$ cat src/rtl/tile_board_ctrl.sv
// tile_board_ctrl: falling-tile game board, four 8-block columns stepped every STEP_CYCLES clocks.
// Optional macro TILE_MISS_OVER_EN: a key press on an empty column bottom ends the game.
module tile_board_ctrl #(
   parameter int unsigned STEP_CYCLES = 25_000_000,
   parameter logic [2:0]  TILE_CODE   = 3'b001
)(
   input  logic        CLK_50M,
   input  logic        RST,
   input  logic        start,
   input  logic [3:0]  key_hit,
   input  logic [1:0]  spawn_col,
   output logic [23:0] column_0,
   output logic [23:0] column_1,
   output logic [23:0] column_2,
   output logic [23:0] column_3,
   output logic [7:0]  score,
   output logic        running,
   output logic        game_over
);
   typedef enum logic [1:0] {IDLE, CLEAR, RUN, OVER} state_t;
   localparam logic [31:0] LAST = 32'(STEP_CYCLES - 1);
   state_t      state;
   logic [31:0] cnt;
   logic [23:0] col [4];
   logic [23:0] col_nxt [4];
   logic [3:0]  live, hit;
   logic        step, fail;
   logic [8:0]  sum;
   assign column_0 = col[0];
   assign column_1 = col[1];
   assign column_2 = col[2];
   assign column_3 = col[3];
   // a stepping column drops its bottom block anyway, so a hit only matters off-step
   always_comb begin
      step = cnt == LAST;
      for (int c = 0; c < 4; c++) begin
         live[c]    = col[c][2:0] != 3'b000;
         hit[c]     = key_hit[c] & live[c];
         col_nxt[c] = step ? {(spawn_col == 2'(c)) ? TILE_CODE : 3'b000, col[c][23:3]}
                    : hit[c] ? {col[c][23:3], 3'b000} : col[c];
      end
      sum = 9'(score) + 9'(hit[0]) + 9'(hit[1]) + 9'(hit[2]) + 9'(hit[3]);
`ifdef TILE_MISS_OVER_EN
      fail = (step && |(live & ~key_hit)) || |(key_hit & ~live);
`else
      fail = step && |(live & ~key_hit);
`endif
   end
   always_ff @(posedge CLK_50M) begin
      if (RST) begin
         state     <= IDLE;
         cnt       <= '0;
         col       <= '{default: '0};
         score     <= '0;
         running   <= 1'b0;
         game_over <= 1'b0;
      end else begin
         case (state)
            IDLE: if (start) state <= CLEAR;
            CLEAR: begin
               col     <= '{default: '0};
               score   <= '0;
               cnt     <= '0;
               running <= 1'b1;
               state   <= RUN;
            end
            RUN: begin
               cnt   <= step ? '0 : cnt + 32'd1;
               col   <= col_nxt;
               score <= sum[8] ? 8'hFF : sum[7:0];
               if (fail) begin
                  state     <= OVER;
                  running   <= 1'b0;
                  game_over <= 1'b1;
               end
            end
            OVER: if (start) begin
               state     <= CLEAR;
               game_over <= 1'b0;
            end
         endcase
      end
   end
endmodule

$ cat config.mk
export PLATFORM = sky130hd
export DESIGN_NAME = tile_board_ctrl
export DESIGN_NICKNAME = d
export VERILOG_FILES = /design/src/rtl/tile_board_ctrl.sv
export SDC_FILE = /design/constraint.sdc
export NUM_CORES = 1
export LEC_CHECK = 0
export CORE_MARGIN = 10
export CORE_UTILIZATION = 50
export DETAILED_ROUTE_END_ITERATION = 10
export DONT_BUFFER_PORTS = 1
export GPL_TIMING_DRIVEN = 0
export HOLD_SLACK_MARGIN = 0.12
export PLACE_DENSITY = 0.68
export SYNTH_ARGS = -nofsm -noshare
export SYNTH_HDL_FRONTEND = slang
export SYNTH_SLANG_ARGS = --single-unit
$ cat constraint.sdc
create_clock -name CLK_50M -period 2.7 [get_ports CLK_50M]
set_clock_uncertainty 0.05 [all_clocks]
set_input_delay 0.27 -clock CLK_50M [delete_from_list [all_inputs] [get_ports CLK_50M]]
set_output_delay 0.27 -clock CLK_50M [all_outputs]
set_load 0.01 [all_outputs]
[Word level (Yosys, flattened, before mapping)]
Cells that the tools add are included.
Word-level totals
  bits in registers: 140
  input port bits: 9
  output and inout port bits: 106
  word-level logic and storage cells: 83
Operators by class
  $add $sub $neg: 5
  equality and inequality tests: 15
  muxes and demuxes: 25
  bitwise operators: 6
  reductions and logical operators: 19
Operators with widths (number)
  96-bit case mux with 2 select lines: 1
  24-bit 2-to-1 mux: 4
  32-bit case mux with 2 select lines: 1
  32-bit by 1-bit adder with 32-bit output, second input constant: 1
  32-bit by 25-bit == test with 1-bit output, second input constant: 1
  32-bit 2-to-1 mux: 1
  9-bit by 1-bit adder with 9-bit output: 3
  8-bit case mux with 2 select lines: 1
  2-bit AND reduction: 7
  3-bit 2-to-1 mux: 4
  3-bit != test, second input constant: 4
  3-bit nonzero test: 4
  8-bit by 1-bit adder with 9-bit output: 1
  2-bit == test, second input constant: 4
  8-bit 2-to-1 mux: 1
  1-bit 2-to-1 mux: 7
  2-bit != test, second input constant: 3
  2-bit case mux with 3 select lines: 1
  1-bit AND: 4
  4-bit AND: 1
  2-bit by 1-bit == test with 1-bit output, second input constant: 2
  2-bit logical NOT: 2
  2-bit 2-to-1 mux: 2
  4-bit inverter: 1
  other kinds (7): 9

[Logic depth before layout (Yosys ltp)]
Gate-level depths: netlist (run 1).
  depth after elaboration: 8
  depth in mapped cells: 9
  gate-level depth less buffers: 9

[Least setup slack after synthesis (run 1)]
No wires, ideal clock.
  path type: flip-flop to flip-flop
  start: register col, in the netlist column_0[1]
  end: register score[7]
  setup time: 0.131 ns
  arrival time: 2.597 ns
  required time: 2.519 ns
  slack: -0.078 ns
  cell stages (with the launch flop): 10
  path buffers: 0
  period minus slack after synthesis: 2.778 ns
  cells stage by stage: dfxtp_1 > o21ai_0 > fa_1 > fa_1 > inv_1 > fa_1 > and3_1 > or3b_2 > a21oi_1 > nor3_1
Between the ends
  word-level cells in the longest chain between the ends: 8
RTL lines
  start, declared: line 24  | logic [23:0] col [4];
  start signal, assigned: line 69  | col <= col_nxt;
  3-bit nonzero test: line 37  | live[c] = col[c][2:0] != 3'b000;
  1-bit AND: line 38  | hit[c] = key_hit[c] & live[c];
  8-bit by 1-bit adder with 9-bit output: line 42  | sum = 9'(score) + 9'(hit[0]) + 9'(hit[1]) + 9'(hit[2]) + 9'(hit[3]);
  9-bit by 1-bit adder with 9-bit output (3 in series): line 42
  8-bit 2-to-1 mux: line 70  | score <= sum[8] ? 8'hFF : sum[7:0];
  8-bit case mux with 2 select lines: line 58  | case (state)
  end signal, assigned: line 70
  end, declared: line 16  | output logic [7:0] score,
Every way passes these cells.
A chain may end at the register's enable or synchronous reset.

[Worst setup path in the final report (run 1)]
Ends and elaborated chain as after synthesis.

==> results of run 1 <==
[cell usage after synthesis (8+ instances only)]
library cell / n / share of area (%)
sky130_fd_sc_hd__nand2_1: 42 / 3.6
sky130_fd_sc_hd__inv_1: 9 / 0.78
sky130_fd_sc_hd__a21oi_1: 8 / 0.92
sky130_fd_sc_hd__a221oi_1: 8 / 1.6
sky130_fd_sc_hd__nor3_1: 10 / 1.2
sky130_fd_sc_hd__nand3_1: 14 / 1.6
sky130_fd_sc_hd__dfxtp_1: 86 / 40
sky130_fd_sc_hd__clkbuf_1: 15 / 1.3
sky130_fd_sc_hd__xnor2_1: 14 / 2.8
sky130_fd_sc_hd__o21ai_0: 16 / 1.8
sky130_fd_sc_hd__xor2_1: 16 / 3.2
sky130_fd_sc_hd__buf_4: 54 / 9.3
sky130_fd_sc_hd__a31oi_1: 13 / 1.9
sky130_fd_sc_hd__nor2_1: 49 / 4.2
sky130_fd_sc_hd__o22ai_1: 25 / 3.6
sky130_fd_sc_hd__nand4_1: 14 / 2.0
[logic make-up after synthesis]
family          share of synthesized area, %
compound gates                          14.2
xor+xnor                                6.06
fa+ha+maj                               3.11
buf+inv                                 13.1
flops                                   39.7
mux                                    0.231
other cells                           0.0864
simple gates                            23.5
[power by group through the flow]
stage               Combinational, W  Sequential (W)  Clock (W)
detailed placement          0.000953         0.00152          0
global placement            0.000940         0.00151          0
floorplan                   0.000732         0.00149          0
global route                 0.00114         0.00153   0.000895
finish                       0.00102         0.00152   0.000818
CTS                         0.000974         0.00151   0.000831
[worst paths after layout]
| path | depth (start not counted) | slack, ns | endpoint |
|---|---|---|---|
| max reg2reg | 9 | 0.09 | score[7] |
| max | 9 | 0.09 | score[7] |
| min | 2 | 0.13 | cnt[0] |
| min reg2reg | 2 | 0.49 | cnt[21] |
[routing by layer]
| metal | global-route usage, % | up-vias |
|---|---|---|
| met4 | 6.18 | 0 |
| met2 | 27.3 | 137 |
| met5 | 0 | - |
| met3 | 5.76 | 20 |
| li1 | - | 1762 |
| met1 | 19.2 | 1702 |
[registers in the layout, indices dropped and copies added (netlist names)]
signal     count
column_0      15
running        1
cnt           32
column_1       9
column_2       9
game_over      1
score          8
column_3       9
state          2
[layout by cell type (no fill, tap or decap), types with 9 or more instances in the layout]
cell	count
sky130_fd_sc_hd__clkbuf_1	15
sky130_fd_sc_hd__nor3_1	9
sky130_fd_sc_hd__buf_4	58
sky130_fd_sc_hd__nand3_1	14
sky130_fd_sc_hd__nand2_1	42
sky130_fd_sc_hd__nand4_1	14
sky130_fd_sc_hd__nor2_1	49
sky130_fd_sc_hd__xor2_1	16
sky130_fd_sc_hd__o22ai_1	25
sky130_fd_sc_hd__clkbuf_8	9
sky130_fd_sc_hd__xnor2_1	14
sky130_fd_sc_hd__a31oi_1	13
sky130_fd_sc_hd__o21ai_0	13
sky130_fd_sc_hd__dfxtp_1	80
[timing repair]
action / 4_1_cts / 5_1_grt
endpoints found under the hold margin: 9 / 0
hold buffers: 7 / 0
pin swaps: 0 / 5
resized for setup: 10 / 13
setup endpoints to repair: 9 / 13
buffers inserted: 0 / 4
[final cells by class]
type,instances,area (µm²)
tap,105,131
inverter,9,33.8
timing repair buffer,11,100
fill,734,3490
clock inverter,7,50.0
sequential,86,1740
buffer,78,536
clock buffer,9,124
multi-input combinational,323,2130
[stage by stage]
step	instance area [µm²]	util [%]	cells	total power (W)	TNS, ns
4_1_cts	4780	57.3	624	0.00331	-0.0429
3_3_place_gp	4500	54.0	601	0.00245	-0.519
5_1_grt	4850	58.1	628	0.00357	0
2_1_floorplan	4370	-	496	0.00222	0
6_report	4850	58.1	628	0.00335	0
3_5_place_dp	4500	54.0	601	0.00247	-0.485
==> implementation parameters, run 1 <==
Parameter                              Value

Run status
  Status    finished, final reports clean

Worst setup path
  Critical path launch point type    flop
  Crit-path max cell delay    0.58 ns
  Arr. time, crit path    2.80 ns
  Buf+Inv Stages, Crit Path    1
  Critical path capture point type    flop
  Crit. Startpoint    column_0[1]
  Slowest-stage cell, CP    sky130_fd_sc_hd__fa_1
  Cell family with the largest share of critical-path delay    adder cells
  Cell repeated most along the worst path    sky130_fd_sc_hd__fa_2
  Crit-path cells    o21ai_4, fa_1, fa_2, inv_2, fa_2, and3_4, or3b_4, a21oi_2, nor3_1
  Critical path class    flop to flop
  Worst R2R Start    column_0[1]
  Required time at the worst-slack endpoint    2.90 ns
  Critical path peak fanout    6

Final layout
  Layout cell share with drive strength beyond 1    23.5%
  Layout net count    between 500 and 600
  Number of antenna cells inserted    0
  Synthesis-to-layout area growth    11.7%

Power
  Clock Power Share    roughly 24%
  Switching power    0.00128 W
  Switching share of total power    38.1%
  Share of total power in combinational logic    between 30% and 40%
  Sequential Power Share    45.2%
  Internal power    a little over 0.002 W
  Maximum VDD drop    0.280 mV
  Reported leakage power    1.80 nW
  Cell area power density    slightly below 700 nW/µm²

Floorplanning
  Initial core utilization    between 50 and 60%
  DIE HEIGHT    roughly 110 µm
  Core area    8340 µm²
  Width of the die    about 110 µm
  Die area    12800 µm²
  Count of boundary I/O pins    115
  Row cnt    33

Route
  Number of vias per cell after detailed routing    5.77
  Antenna-violating nets left    0
  WL final    11000 µm
  Remaining design rule violation count    0
  Routed wire length on met3    1030 µm
  Vias after detailed routing    3621
  Drt pass-1 iters    4
  Uppermost routed layer    met4
  Sum of routed wire segments on met1    4630 µm
  Routed wire length per instance    17.6 µm
  WL met2    5160 µm
  Violation count after the first detailed-route iteration    209

Clocking
  Number of buffers on the longest clock path    2
  CTS tree    done
  Number of H-tree levels    3
  Number of sinks on the clock net    86
  Number of buffers created by CTS    9
  Clk pin slew, worst setup/hold paths    around 0.10 ns
  Clk Latency, worst-skew pair    around 0.37 ns
  Master cell of the clock root buffer    sky130_fd_sc_hd__clkbuf_8

Placement
  Minimum setup slack after placement    -0.203 ns
  HPWL after DPL    between 8000 and 9000 µm
  Port-buffer cells    0
  Routability cong.    slightly above 0.8

Yosys
  Post-synth EDFFs    0
  Sequential fraction of the synthesis area    39.7%
  Number of synthesis warnings    0
  Yosys reg bits    86
  Netlist Area Pre-Place    around 4300 µm²
  Yosys cell types    just under 60
  Mean instance size in the synthesized netlist    8.87 µm²
  Synthesized netlist cell count    489
  Post-synth ARST share    0%
  Flip-flop cell with the highest count after synthesis    sky130_fd_sc_hd__dfxtp_1

STA
  Post-route fraction of the period consumed by the critical path    96.6%
  Worst setup slack after layout    0.0923 ns
  Slew at the pin closest to its max-slew limit    0.678 ns
  Setup-failing EPs final    0
  Number of max-slew violations in the final report    0
  Achievable frequency    383 MHz
  Final critical-path required period    ~2.6 ns
  Fin Hold WS    between 0.1 and 0.15 ns
  Number of failing hold endpoints at the final stage    0
  Max-slew headroom at the worst pin    54.4%
  Unrepaired setup endpoints after global routing    false

Min path
  Min-delay src    RST
  Hold Crit Class    input pin to flop

Job
  Max-cap violations    0

Global route
  Antenna violations before repair    0
  Grt ovf    0
  Number of global-route vias before repair    3434
  Wire length of the first global-routing pass    17600 µm
  Pin count of the biggest net entering global routing    16
  GRT Total Usage    ~16%
Note: power is estimated with default switching activity, not from simulation.
==> inputs of run 2 (changes only) <==
--- a/config.mk
+++ b/config.mk
@@ -5,6 +5,7 @@
 export SDC_FILE = /design/constraint.sdc
 export NUM_CORES = 1
 export LEC_CHECK = 0
+export ABC_AREA = 1
 export CORE_MARGIN = 10
 export CORE_UTILIZATION = 50
 export DETAILED_ROUTE_END_ITERATION = 10
==> implementation parameters, run 2 <==
Parameter                              Value

Floorplanning
  Row cnt    35 (+6.1%)
  Initial core utilization    51.5% (-0.48 points)
  DIE HEIGHT    118 µm (+4.1%)
  Die area    13900 µm² (+8.4%)
  Width of the die    118 µm (+4.1%)
  Core area    9280 µm² (+11%)
  Count of boundary I/O pins    115 (unchanged)

Power
  Reported leakage power    2.04 nW (+13%)
  Cell area power density    555 nW/µm² (-20%)
  Maximum VDD drop    0.368 mV (+31%)

Worst setup path
  Crit-path max cell delay    0.47 ns (-0.11 ns)
  Slowest-stage cell, CP    sky130_fd_sc_hd__o21ai_0
  Required time at the worst-slack endpoint    2.88 ns (-0.02 ns)
  Critical path class    flop to flop
  Critical path launch point type    flop
  Crit-path cells    nor2_4, inv_1, nand2_1, fa_1, fa_2, o21ai_0, nand4_1, o211ai_1, a21oi_1
  Critical path peak fanout    4 (-2)
  Critical path capture point type    flop
  Arr. time, crit path    2.84 ns (+0.04 ns)

Clocking
  Clk Latency, worst-skew pair    0.37 ns (about the same)
  CTS tree    done
  Number of buffers created by CTS    9 (unchanged)
  Master cell of the clock root buffer    sky130_fd_sc_hd__clkbuf_8
  Number of H-tree levels    3 (unchanged)
  Number of buffers on the longest clock path    2 (unchanged)
  Number of sinks on the clock net    86 (unchanged)
  Clk pin slew, worst setup/hold paths    0.11 ns (about the same)

Final layout
  Register ranked first by flip-flop count    cnt
  Number of standard cells in the final layout excluding fillers    842 (+34%)
  Synthesis-to-layout area growth    11.6% (about the same)
  Final cell utilization of the core    57.5% (-0.58 points)
  Fill cell instance count of the final layout    906 (+23%)
  Most frequent cells in the layout    108 x sky130_fd_sc_hd__nand2_1, 101 x sky130_fd_sc_hd__nand3_1, 90 x sky130_fd_sc_hd__nor2_1
  Layout cell share with drive strength beyond 1    18.4% (-5.1 points)
  Number of antenna cells inserted    0 (unchanged)
  Leading cell type in the layout, fill and taps excluded    sky130_fd_sc_hd__nand2_1
  Layout net count    726 (+35%)
  Number of flip-flops in the largest register    32 (unchanged)

Global route
  Antenna violations before repair    0 (unchanged)
  Number of global-route vias before repair    4114 (+20%)
  Grt ovf    0 (unchanged)
  Pin count of the biggest net entering global routing    17 (+1)
  Wire length of the first global-routing pass    21400 µm (+21%)
  GRT Total Usage    18.3% (+1.9 points)

Yosys
  Most frequently used cell type in the post-synthesis netlist    sky130_fd_sc_hd__nand2_1
  Sequential fraction of the synthesis area    36.0% (-3.7 points)
  Netlist Area Pre-Place    4790 µm² (+10%)
  Yosys reg bits    86 (unchanged)
  Post-synth EDFFs    0 (unchanged)
  Yosys cell types    36 (-39%)
  Synthesized netlist cell count    681 (+39%)
  Flip-flop cell with the highest count after synthesis    sky130_fd_sc_hd__dfxtp_1
  Fraction of synthesized cell area taken by the top area cell type    36.0% (-3.7 points)
  Number of synthesis warnings    0 (unchanged)
  Post-synth ARST share    0% (unchanged)
  Cell taking the most area after synthesis    sky130_fd_sc_hd__dfxtp_1
  Top cells by area in the synthesized netlist    sky130_fd_sc_hd__dfxtp_1 36%, sky130_fd_sc_hd__nand3_1 11%, sky130_fd_sc_hd__buf_4 9.1%, sky130_fd_sc_hd__nand2_1 8.7%, sky130_fd_sc_hd__nor2_1 7.3%
  Top cell types by occurrence after synthesis    111 x sky130_fd_sc_hd__nand2_1, 102 x sky130_fd_sc_hd__nand3_1, 93 x sky130_fd_sc_hd__nor2_1
  Mean instance size in the synthesized netlist    7.03 µm² (-21%)

Route
  Remaining design rule violation count    0 (unchanged)
  Routed wire length per instance    16.1 µm (-8.5%)
  Drt pass-1 iters    5 (+1)
  Violation count after the first detailed-route iteration    510 (+140%)
  Vias after detailed routing    4554 (+26%)
  Antenna-violating nets left    0 (unchanged)
  WL final    13500 µm (+23%)
  Number of vias per cell after detailed routing    5.41 (-6.2%)

STA
  Setup-failing EPs final    0 (unchanged)
  Post-route fraction of the period consumed by the critical path    98.5% (+1.9 points)
  Unrepaired setup endpoints after global routing    true
  Number of max-slew violations in the final report    0 (unchanged)
  Slew at the pin closest to its max-slew limit    0.549 ns (-0.129 ns)
  Number of failing hold endpoints at the final stage    0 (unchanged)
  Achievable frequency    376 MHz (-1.9%)
  Fin Hold WS    0.127 ns (-0.00630 ns)
  Final critical-path required period    2.66 ns (+0.0515 ns)
  Max-slew headroom at the worst pin    63.0% (+8.6 points)

Placement
  HPWL after DPL    10100 µm (+24%)
  Port-buffer cells    0 (unchanged)
  Cell total after placement    817 (+36%)
  Routability cong.    0.918 (+14%)

Job
  Max-cap violations    0 (unchanged)

Run status
  Status    finished, final reports clean

Min path
  Hold Crit Class    input pin to flop
## run 2: cell type report
type	instances	area, µm²	share of cell area [%]
clock buffers	10	138	2.58
multi-input cells	460	2370	44.3
inverters	58	218	4.08
flip-flops and latches	86	1730	32.5
well taps	129	161	3.02
repair buffers	9	82.6	1.55
clock inverters	6	75.1	1.41
plain buffers	84	566	10.6
## run 2: logic make-up (layout without fill, tap and decap cells)
kind of cell	Yosys count	after routing	synth area share (%)
AND/OR/NAND/NOR	352	352	33.3
adder cells (fa/ha/maj)	9	9	2.82
flip-flops	86	86	36.0
buffers and inverters	142	167	16.4
multiplexers	1	1	0.209
AO/OA/AOI/OAI	68	68	7.24
XOR/XNOR	22	22	4.03
other	1	8	0.0784
## run 2: per-layer routing
layer,global-route usage [%],vias up,routed length (µm)
li1,-,2207,-
met1,23.4,2116,5770
met2,28.7,214,6190
met3,6.52,17,1410
met4,4.48,0,166
met5,0,-,0
## run 2: path summary, 6_finish.rpt
check | from | endpoint | slack (ns) | cells past startpoint
worst min-delay path | key_hit[1] | column_1[0] | 0.13 | 3
worst max register to register | column_2[1] | score[7] | 0.04 | 9
worst max-delay path | column_2[1] | score[7] | 0.04 | 9
worst min register to register | state[1] | state[1] | 0.46 | 2
## run 2: power by group
group          internal, W  switching (W)  total (W)  leakage (nW)
Combinational     0.000150       0.000500   0.000650          1.24
Sequential         0.00130      0.0000351    0.00133         0.696
Clock             0.000468       0.000514   0.000982         0.105
Total              0.00191        0.00105    0.00296          2.04
## run 2: what timing repair did
item | CTS | global route
cloned | 0 | 0
pin swaps | 4 | 8
setup buffers | 0 | 3
hold buffers | 6 | 0
endpoints found under the hold margin | 10 | 0
setup endpoints to repair | 8 | 8
gates resized for setup | 12 | 17
## run 2: through the flow
step	TNS [ns]	worst slack, ns	cell area (µm²)	power (W)
after floorplan	0	0.117	4810	0.00180
after global placement	-0.607	-0.135	4970	0.00198
after detailed placement	-1.48	-0.250	4970	0.00200
after CTS	0	0.00181	5270	0.00296
after global routing	-0.712	-0.110	5340	0.00309
final	0	0.0408	5340	0.00296
## run 2: worst max-delay path: cells and delay by family (launching register included)
kind | cells | cell delay [ns]
AOI/OAI and AO/OA | 3 | 0.77
and+or+nand+nor | 3 | 0.34
buffers and inverters | 1 | 0.08
adders and majority gates | 2 | 0.85
DFF | 1 | 0.43
